### src/rtl/input_conditioner.sv
// rtl/input_conditioner.sv - synchronise, debounce and edge-detect board keys and switches
// Optional macro KEY_AUTO_REPEAT_EN adds hold-to-repeat key_press pulses.
module input_conditioner #(
    parameter int NUM_KEYS        = 4,
    parameter int NUM_SWITCHES    = 10,
    parameter int DEBOUNCE_CYCLES = 50000,
    parameter int KEY_ACTIVE_LOW  = 1,
    parameter int REPEAT_DELAY    = 25000000,
    parameter int REPEAT_PERIOD   = 5000000
) (
    input  logic                    clock,
    input  logic                    reset,
    input  logic [NUM_KEYS-1:0]     key_raw,
    input  logic [NUM_SWITCHES-1:0] switch_raw,
    output logic [NUM_KEYS-1:0]     key_level,
    output logic [NUM_KEYS-1:0]     key_press,
    output logic [NUM_KEYS-1:0]     key_release,
    output logic [NUM_SWITCHES-1:0] switch_level,
    output logic [NUM_SWITCHES-1:0] switch_changed
);
    localparam int CH = NUM_KEYS + NUM_SWITCHES;
    localparam int CW = $clog2(DEBOUNCE_CYCLES + 1);
    localparam logic [CW-1:0] CNT_LAST = CW'(DEBOUNCE_CYCLES - 1);
    localparam logic [NUM_KEYS-1:0] KEY_IDLE =
        (KEY_ACTIVE_LOW != 0) ? {NUM_KEYS{1'b1}} : {NUM_KEYS{1'b0}};
    // Released value of every raw pin; also the mask that makes keys active-high.
    localparam logic [CH-1:0] RAW_IDLE = {{NUM_SWITCHES{1'b0}}, KEY_IDLE};

    logic [CH-1:0]       sync1_q, sync2_q, sample_q;
    logic [CH-1:0]       level_q, level_d, toggle;
    logic [CW-1:0]       cnt_q [CH];
    logic [CW-1:0]       cnt_d [CH];
    logic [NUM_KEYS-1:0] key_press_q, key_press_d;
    logic [NUM_KEYS-1:0] key_release_q, key_release_d;
    logic [NUM_SWITCHES-1:0] switch_changed_q, switch_changed_d;
    logic [NUM_KEYS-1:0] rpt_fire;

    always_ff @(posedge clock or posedge reset) begin
        if (reset) begin
            sync1_q  <= RAW_IDLE;
            sync2_q  <= RAW_IDLE;
            sample_q <= '0;
        end else begin
            sync1_q  <= {switch_raw, key_raw};
            sync2_q  <= sync1_q;
            sample_q <= sync2_q ^ RAW_IDLE;
        end
    end

    // A channel toggles on its DEBOUNCE_CYCLES-th consecutive differing sample.
    always_comb begin
        toggle = '0;
        for (int i = 0; i < CH; i++) begin
            cnt_d[i] = '0;
            if (sample_q[i] != level_q[i]) begin
                if (cnt_q[i] >= CNT_LAST) begin
                    toggle[i] = 1'b1;
                end else begin
                    cnt_d[i] = cnt_q[i] + 1'b1;
                end
            end
        end
        level_d = level_q ^ toggle;
    end

    always_comb begin
        key_press_d      = (toggle[NUM_KEYS-1:0] & level_d[NUM_KEYS-1:0]) | rpt_fire;
        key_release_d    = toggle[NUM_KEYS-1:0] & ~level_d[NUM_KEYS-1:0];
        switch_changed_d = toggle[CH-1:NUM_KEYS];
    end

    always_ff @(posedge clock or posedge reset) begin
        if (reset) begin
            for (int i = 0; i < CH; i++) begin
                cnt_q[i] <= '0;
            end
            level_q          <= '0;
            key_press_q      <= '0;
            key_release_q    <= '0;
            switch_changed_q <= '0;
        end else begin
            for (int i = 0; i < CH; i++) begin
                cnt_q[i] <= cnt_d[i];
            end
            level_q          <= level_d;
            key_press_q      <= key_press_d;
            key_release_q    <= key_release_d;
            switch_changed_q <= switch_changed_d;
        end
    end

`ifdef KEY_AUTO_REPEAT_EN
    localparam int RPT_MAX = (REPEAT_DELAY > REPEAT_PERIOD) ? REPEAT_DELAY : REPEAT_PERIOD;
    localparam int RW = $clog2(RPT_MAX + 1);
    localparam logic [RW-1:0] DELAY_LAST  = RW'(REPEAT_DELAY - 1);
    localparam logic [RW-1:0] PERIOD_LAST = RW'(REPEAT_PERIOD - 1);

    logic [RW-1:0]       rpt_q [NUM_KEYS];
    logic [RW-1:0]       rpt_d [NUM_KEYS];
    logic [NUM_KEYS-1:0] armed_q, armed_d;

    // armed_q marks that the initial delay has elapsed and the period phase is running.
    always_comb begin
        rpt_fire = '0;
        for (int i = 0; i < NUM_KEYS; i++) begin
            rpt_d[i]   = '0;
            armed_d[i] = 1'b0;
            if (level_q[i] && !toggle[i]) begin
                armed_d[i] = armed_q[i];
                if (!armed_q[i] && rpt_q[i] >= DELAY_LAST) begin
                    rpt_fire[i] = 1'b1;
                    armed_d[i]  = 1'b1;
                end else if (armed_q[i] && rpt_q[i] >= PERIOD_LAST) begin
                    rpt_fire[i] = 1'b1;
                end else begin
                    rpt_d[i] = rpt_q[i] + 1'b1;
                end
            end
        end
    end

    always_ff @(posedge clock or posedge reset) begin
        if (reset) begin
            for (int i = 0; i < NUM_KEYS; i++) begin
                rpt_q[i] <= '0;
            end
            armed_q <= '0;
        end else begin
            for (int i = 0; i < NUM_KEYS; i++) begin
                rpt_q[i] <= rpt_d[i];
            end
            armed_q <= armed_d;
        end
    end
`else
    assign rpt_fire = '0;
`endif

    assign key_level      = level_q[NUM_KEYS-1:0];
    assign switch_level   = level_q[CH-1:NUM_KEYS];
    assign key_press      = key_press_q;
    assign key_release    = key_release_q;
    assign switch_changed = switch_changed_q;

endmodule
### config.mk
export PLATFORM = sky130hd
export DESIGN_NAME = input_conditioner
export DESIGN_NICKNAME = d
export VERILOG_FILES = /design/src/rtl/input_conditioner.sv
export SDC_FILE = /design/constraint.sdc
export NUM_CORES = 1
export LEC_CHECK = 0
export ABC_AREA = 1
export CAP_MARGIN = 10
export CORE_ASPECT_RATIO = 1.2
export CORE_MARGIN = 2
export CORE_UTILIZATION = 35
export DETAILED_ROUTE_END_ITERATION = 7
export SLEW_MARGIN = 20
export SYNTH_ARGS = -nofsm -noshare
export SYNTH_HDL_FRONTEND = slang
export SYNTH_SLANG_ARGS = --single-unit
### constraint.sdc
create_clock -name clock -period 11.44 [get_ports clock]
set_input_delay 1.716 -clock clock [delete_from_list [all_inputs] [get_ports clock]]
set_output_delay 1.716 -clock clock [all_outputs]
set_load 0.1 [all_outputs]
After elaboration in Yosys (flattened, before gate mapping)
Cells that the tools add are included.
Widths: inputs -> output; s select.
{"block": "word_totals", "reg_bits": 298, "elab_cells": 124}
{"block": "op_classes", "magnitude_cmp": 14, "n_eq_ne": 14, "mux": 56, "add_sub_neg": 14, "bitwise": 5}
{"cell": "$mux 16", "n": 28}
{"cell": "$add 16x1->16 const B", "n": 14}
{"cell": "$ge 16x16->1 const B", "n": 14}
{"cell": "$mux 1", "n": 28}
{"cell": "$ne 1x1->1", "n": 14}
{"cell": "$xor 14x14->14", "n": 1}
{"cell": "$and 4x4->4", "n": 2}
{"cell": "$not 4->4", "n": 2}

Longest topological paths before layout
Gate-level depths: netlist of run 1.
{"block": "depth", "ltp_word": 6, "ltp_mapped": 9, "ltp_nobuf": 9}

Worst setup path before layout of run 1
OpenSTA, ideal clock, no wires.
{"block": "synth_timing", "path_kind": "register -> output", "start": "reg (tool-made name)", "end": "out switch_level[9]", "t_arrival_ps": 925, "path_stages_with_launch": 1, "slack_ps": 8799, "cell_sequence": "dfrtp_1"}
{"item": "to (decl)", "line": "18", "source": "output logic [NUM_SWITCHES-1:0] switch_level,"}

==> results.json, run 1 <==
{
  "power_density_nw_per_um2": 133,
  "grt_pass1_wl_um": 48600,
  "dp_hpwl_um": 18400,
  "insertedDiodeCount": 0,
  "grt_pass1_vias": 11000,
  "async_flop_share_pct": 100,
  "setup_ws_ns": 7.66,
  "cp_top_family": "buffers and inverters",
  "r2r_setup_slack_ns": 9.84,
  "final_layout_size_suffix_gt1_share_pct": 7.59,
  "worstHoldStart": "sync1_q[5]",
  "core_area_sq_um": 41800,
  "start_kind": "flip-flop",
  "die_area_sq_um": 43900,
  "grt_overflow": 0,
  "max_stage_delay_ns": 1.16,
  "cts-root-buf": "clkbuf_16",
  "reg2reg_to": "switch_changed[1]",
  "synth_area_sq_um": 14800,
  "seq_area_frac_synth_pct": 50.5,
  "status": "finished, final reports clean",
  "vdd.ir_drop.worst_uv": 93.9,
  "grt_usage_pct": 12.9,
  "crit_fanout": 3,
  "clockBufferDepth": 3,
  "tightestPinTransition_ns": 1.02,
  "clock-sinks": 298,
  "gp_congestion": 0.840,
  "cp_cell_sequence": "clkdlybuf4s50_1",
  "drv_slew": 0,
  "skew_ns": 0.0133,
  "syn_to_final_growth_pct": 14.9,
  "port_buffers": 47,
  "routed_wl_um": 26800,
  "cts_tree": "done",
  "start_util_pct": 35.4,
  "hold_buffers": 0,
  "synthesis.nets": 1816,
  "detail_route.first_pass.iterations": 4,
  "ys.flop_type": "dfrtp_1",
  "viasPerCell": 4.53,
  "timing.setup.tns_ns": 0,
  "grt_start_max_net_pins": 141,
  "clock.fmax_mhz": 264,
  "yosys_warnings": 0,
  "endpoint_kind": "output pin",
  "cts_setup_buffers": 0,
  "die_h_um": 229,
  "critPathBufInv": 1,
  "finalCritPeriodShare_pct": 33.1,
  "period_needed_ns": 3.78,
  "critPathSlowestCell": "clkdlybuf4s50_1",
  "numCtsBuffers": 35,
  "critPathKind": "reg -> out",
  "ys_seq_elements": 298,
  "ioPinCount": 48,
  "critical_path_required_ns": 9.72,
  "drt-wirelength-per-cell_um": 11.0,
  "holdPathStages": 0,
  "arrival_ns": 2.07,
  "antenna_found_initial": 1,
  "clock_latency_ns": 0.52,
  "final_cell_area_sq_um": 17000,
  "drtIter0Drc": 436,
  "post-place-ws_ns": 7.31,
  "std_cell_rows": 82,
  "ant_nets": 0,
  "leakage_uw": 0.00724,
  "drc": 0,
  "ctsResizeCount": 0,
  "clk_pin_slew_ns": 0.06,
  "vias": 11000,
  "syn_avg_cell_area_sq_um": 8.28,
  "r2r_cells": 7,
  "rsz0062_at_grt": "false",
  "cap_violations": 0,
  "whs_ns": 0.343,
  "htreeDepth": 2,
  "holdCritPathClass": "reg -> reg",
  "die_w_um": 192,
  "reg2reg_from": "cnt_q[128]",
  "relSlewSlack_pct": 31.7,
  "synth_edf_count": 0,
  "synth_cells": 1786,
  "hold_viol": 0,
  "setup_viol": 0,
  "ys_types": 26,
  "min_to": "sync2_q[5]",
  "nets": 1889,
  "place_area_sq_um": 15800
}
state kept, by name (all words and copies together) (netlist names), named ones only:
name,flops
cnt_q,224
sample_q,14
sync1_q,14
sync2_q,14
switch_changed,10
key_press,4
key_release,4
worst max path at each step:
stage / startpoint / to / slack [ns] / cells past startpoint
6_report: flip-flop / switch_level[6] / 7.66 / 1
5_1_grt: flip-flop / switch_level[6] / 7.59 / 1
4_1_cts: flip-flop / switch_level[6] / 7.63 / 1
3_5_place_dp: reset / cnt_q[44] / 7.31 / 3
3_3_place_gp: reset / cnt_q[44] / 7.33 / 3
2_1_floorplan: reset / asynchronous set/reset pin / 1.50 / 1
power breakdown:
group	switching [uW]	leakage [uW]	total, uW	internal [uW]
clock	437	0.000581	1110	668
combinational	48.4	0.00264	71.5	23.1
sequential	16.1	0.00402	1090	1080
cell usage in the layout (no fill, tap or decap), drive strengths merged:
cell type / n
inv: 133
clkdlybuf4s50: 47
buf: 3
dfstp: 8
xnor2: 42
o21bai: 5
clkinv: 10
xor2: 113
bufinv: 2
a31o: 2
clkbuf: 47
nand4: 23
ha: 14
o21ai: 10
a21boi: 10
nand3: 161
or2: 4
nor2: 472
nor3: 9
and2: 8
dfrtp: 290
a21oi: 6
nand2: 464
a21o: 1
clkinvlp: 1
synth_stat cells (10+ instances only):
cell	n	area share [%]
ha_1	14	1.2
xor2_1	113	6.7
nand4_1	23	0.97
buf_6	13	0.99
inv_1	130	3.3
xnor2_1	42	2.5
nand2_1	447	11
nand2_2	17	0.72
dfrtp_1	290	49
nand3_1	134	4.5
a21boi_0	10	0.51
nor2_2	25	1.1
nand3_2	13	0.88
nor2_1	447	11
nand3_4	14	1.7
per-layer routing:
metal	part of all wire (%)	up-vias	GRT usage [%]
met1	46	5118	16.2
met5	0	-	0
met2	48	135	22.5
met3	3.5	51	2.24
li1	-	5719	-
met4	2.5	0	4.35
layout make-up:
type,count,area [sq um]
repair buffers,50,509
well taps,546,683
fillers,4137,24800
multi-input cells,1344,6680
inverters,130,500
clock buffers,47,1010
flip-flops and latches,298,7470
clock inverters,16,148
stage by stage:
| stage | util, % | instances | power [uW] |
|---|---|---|---|
| finish | 40.7 | 2431 | 2270 |
| global route | 40.7 | 2431 | 2370 |
| CTS | 40.6 | 2430 | 2320 |
| detailed placement | 37.9 | 2367 | 1180 |
| global placement | 37.9 | 2367 | 1180 |
| floorplan | - | 1786 | 1160 |
cell families after synthesis:
group,count (synthesis),synth area share (%)
DFF,298,50.5
adders and majority gates,14,1.18
xor gates and xnor gates,155,9.18
buffers and inverters,144,4.39
and+or+nand+nor,1141,33.3
AOI/OAI and AO/OA,34,1.47
Power figures use the tool's default switching activity.
==> run 2: changes to the inputs <==
clock period = 3.6 ns   (was 11.44 ns; I/O delays follow)
==> run 2 against run 1 <==
- critical path depth is the same
- first-iteration DRC count rose by 11%
- core utilization rose by 0.24 points
- critical path type unchanged
- critical endpoint is now switch_level[2]
- register-to-register slack got worse by 7.8 ns
- via count up 0.21%
- non-clock buffer count grew 6
- cell count increased by 0.12%
- sequential power grew to 3.2 times the previous value
==> results.json, run 2 (synthesis results as in run 1) <==
{
  "syn_to_final_growth_pct": 15.6,
  "std_cell_rows": 82,
  "setup_ws_ns": 1.01,
  "ioPinCount": 48,
  "relSlewSlack_pct": 34.4,
  "vias": 11000,
  "drt-wirelength-per-cell_um": 11.1,
  "top_register": "cnt_q",
  "gp_congestion": 0.831,
  "port_buffers": 47,
  "cp_cell_sequence": "clkdlybuf4s50_1",
  "timing.setup.tns_ns": 0,
  "grt_pass1_wl_um": 49600,
  "cts_setup_buffers": 0,
  "clock-sinks": 298,
  "critPathBufInv": 1,
  "die_area_sq_um": 43900,
  "hold_buffers": 0,
  "clock.fmax_mhz": 387,
  "cap_violations": 0,
  "dp_hpwl_um": 19000,
  "ff_latch_area_sq_um": 7470,
  "grt_start_max_net_pins": 62,
  "cts_tree": "done",
  "holdCritPathClass": "reg -> reg",
  "skew_ns": 0.00989,
  "cp_top_family": "buffers and inverters",
  "vdd.ir_drop.worst_uv": 296,
  "drc": 0,
  "post-place-ws_ns": 1.53,
  "critical_path_required_ns": 3.06,
  "tightestPinTransition_ns": 0.981,
  "largest_register_ff_count": 224,
  "final_cell_mix": "nand2_1, nor2_1, dfrtp_1",
  "leakage_uw": 0.00727,
  "final_cell_area_sq_um": 17100,
  "critPathKind": "reg -> out",
  "detail_route.first_pass.iterations": 5,
  "ctsResizeCount": 0,
  "clk_pin_slew_ns": 0.06,
  "numCtsBuffers": 34,
  "finalCritPeriodShare_pct": 71.8,
  "endpoint_kind": "output pin",
  "rsz0062_at_grt": "false",
  "routed_wl_um": 27100,
  "grt_usage_pct": 13.2,
  "max_stage_delay_ns": 1.15,
  "grt_overflow": 0,
  "insertedDiodeCount": 0,
  "drv_slew": 0,
  "power_density_nw_per_um2": 426,
  "die_w_um": 192,
  "hold_viol": 0,
  "arrival_ns": 2.05,
  "setup_viol": 0,
  "viasPerCell": 4.54,
  "status": "finished, final reports clean",
  "start_kind": "flip-flop",
  "multi_input_area_sq_um": 6680,
  "place_inst": 2374,
  "grt_pass1_vias": 11100,
  "clockBufferDepth": 3,
  "critPathSlowestCell": "clkdlybuf4s50_1",
  "cts-root-buf": "clkbuf_16",
  "crit_fanout": 3,
  "fillerInstances": 4133,
  "die_h_um": 229,
  "htreeDepth": 2,
  "drtIter0Drc": 482,
  "core_area_sq_um": 41800,
  "clock_latency_ns": 0.51,
  "place_area_sq_um": 15900,
  "antenna_found_initial": 1,
  "final_layout_size_suffix_gt1_share_pct": 7.57,
  "instances_no_fill": 2434,
  "period_needed_ns": 2.59,
  "start_util_pct": 35.4,
  "ant_nets": 0,
  "nets": 1894
}
[run 2: cell types whose count changed in the layout (fill, tap and decap cells not counted), sizes merged]
cell	before	now
inv	133	129
clkinvlp	1	2
bufinv	2	3
buf	3	9
clkinv	10	7
clkbuf	47	49
[run 2: area by class of cell]
type | instances | share of cell area [%]
multi-input combinational | 1344 | 39.1
timing repair buffer | 56 | 3.51
sequential | 298 | 43.7
inverter | 130 | 2.88
tap | 546 | 4.00
clock buffer | 49 | 6.03
clock inverter | 11 | 0.842
[run 2: layer usage]
| layer | up-vias | GRT usage [%] | share of wire [%] |
|---|---|---|---|
| met5 | - | 0 | 0.044 |
| met2 | 126 | 22.6 | 48 |
| met1 | 5136 | 16.7 | 46 |
| met4 | 2 | 4.33 | 2.7 |
| li1 | 5725 | - | - |
| met3 | 57 | 2.57 | 3.8 |
[run 2: power by group]
part,internal [uW],switching [uW],total (uW)
registers,3420,49.7,3470
logic,83.4,156,239
clock network,2210,1370,3590
[run 2: path summary, 6_finish.rpt]
path | from | endpoint | slack, ns | cells past startpoint
max in group asynchronous | reset | asynchronous set/reset pin | 2.27 | 3
min reg2reg | sync1_q[8] | sync2_q[8] | 0.35 | 0
min | sync1_q[8] | sync2_q[8] | 0.35 | 0
min in group asynchronous | reset | cnt_q[111] | 0.56 | 2
max reg2reg | cnt_q[208] | cnt_q[208] | 2.07 | 8
max | flip-flop | switch_level[2] | 1.01 | 1
[run 2: through the flow]
step                      hold slack [ns]  util (%)  total power (uW)
after floorplan                     0.331         -              3700
after global placement              0.332      38.1              3770
after detailed placement            0.336      38.1              3780
after CTS                           0.349      40.9              7450
after global routing                0.354      40.9              7630
final                               0.348      40.9              7290
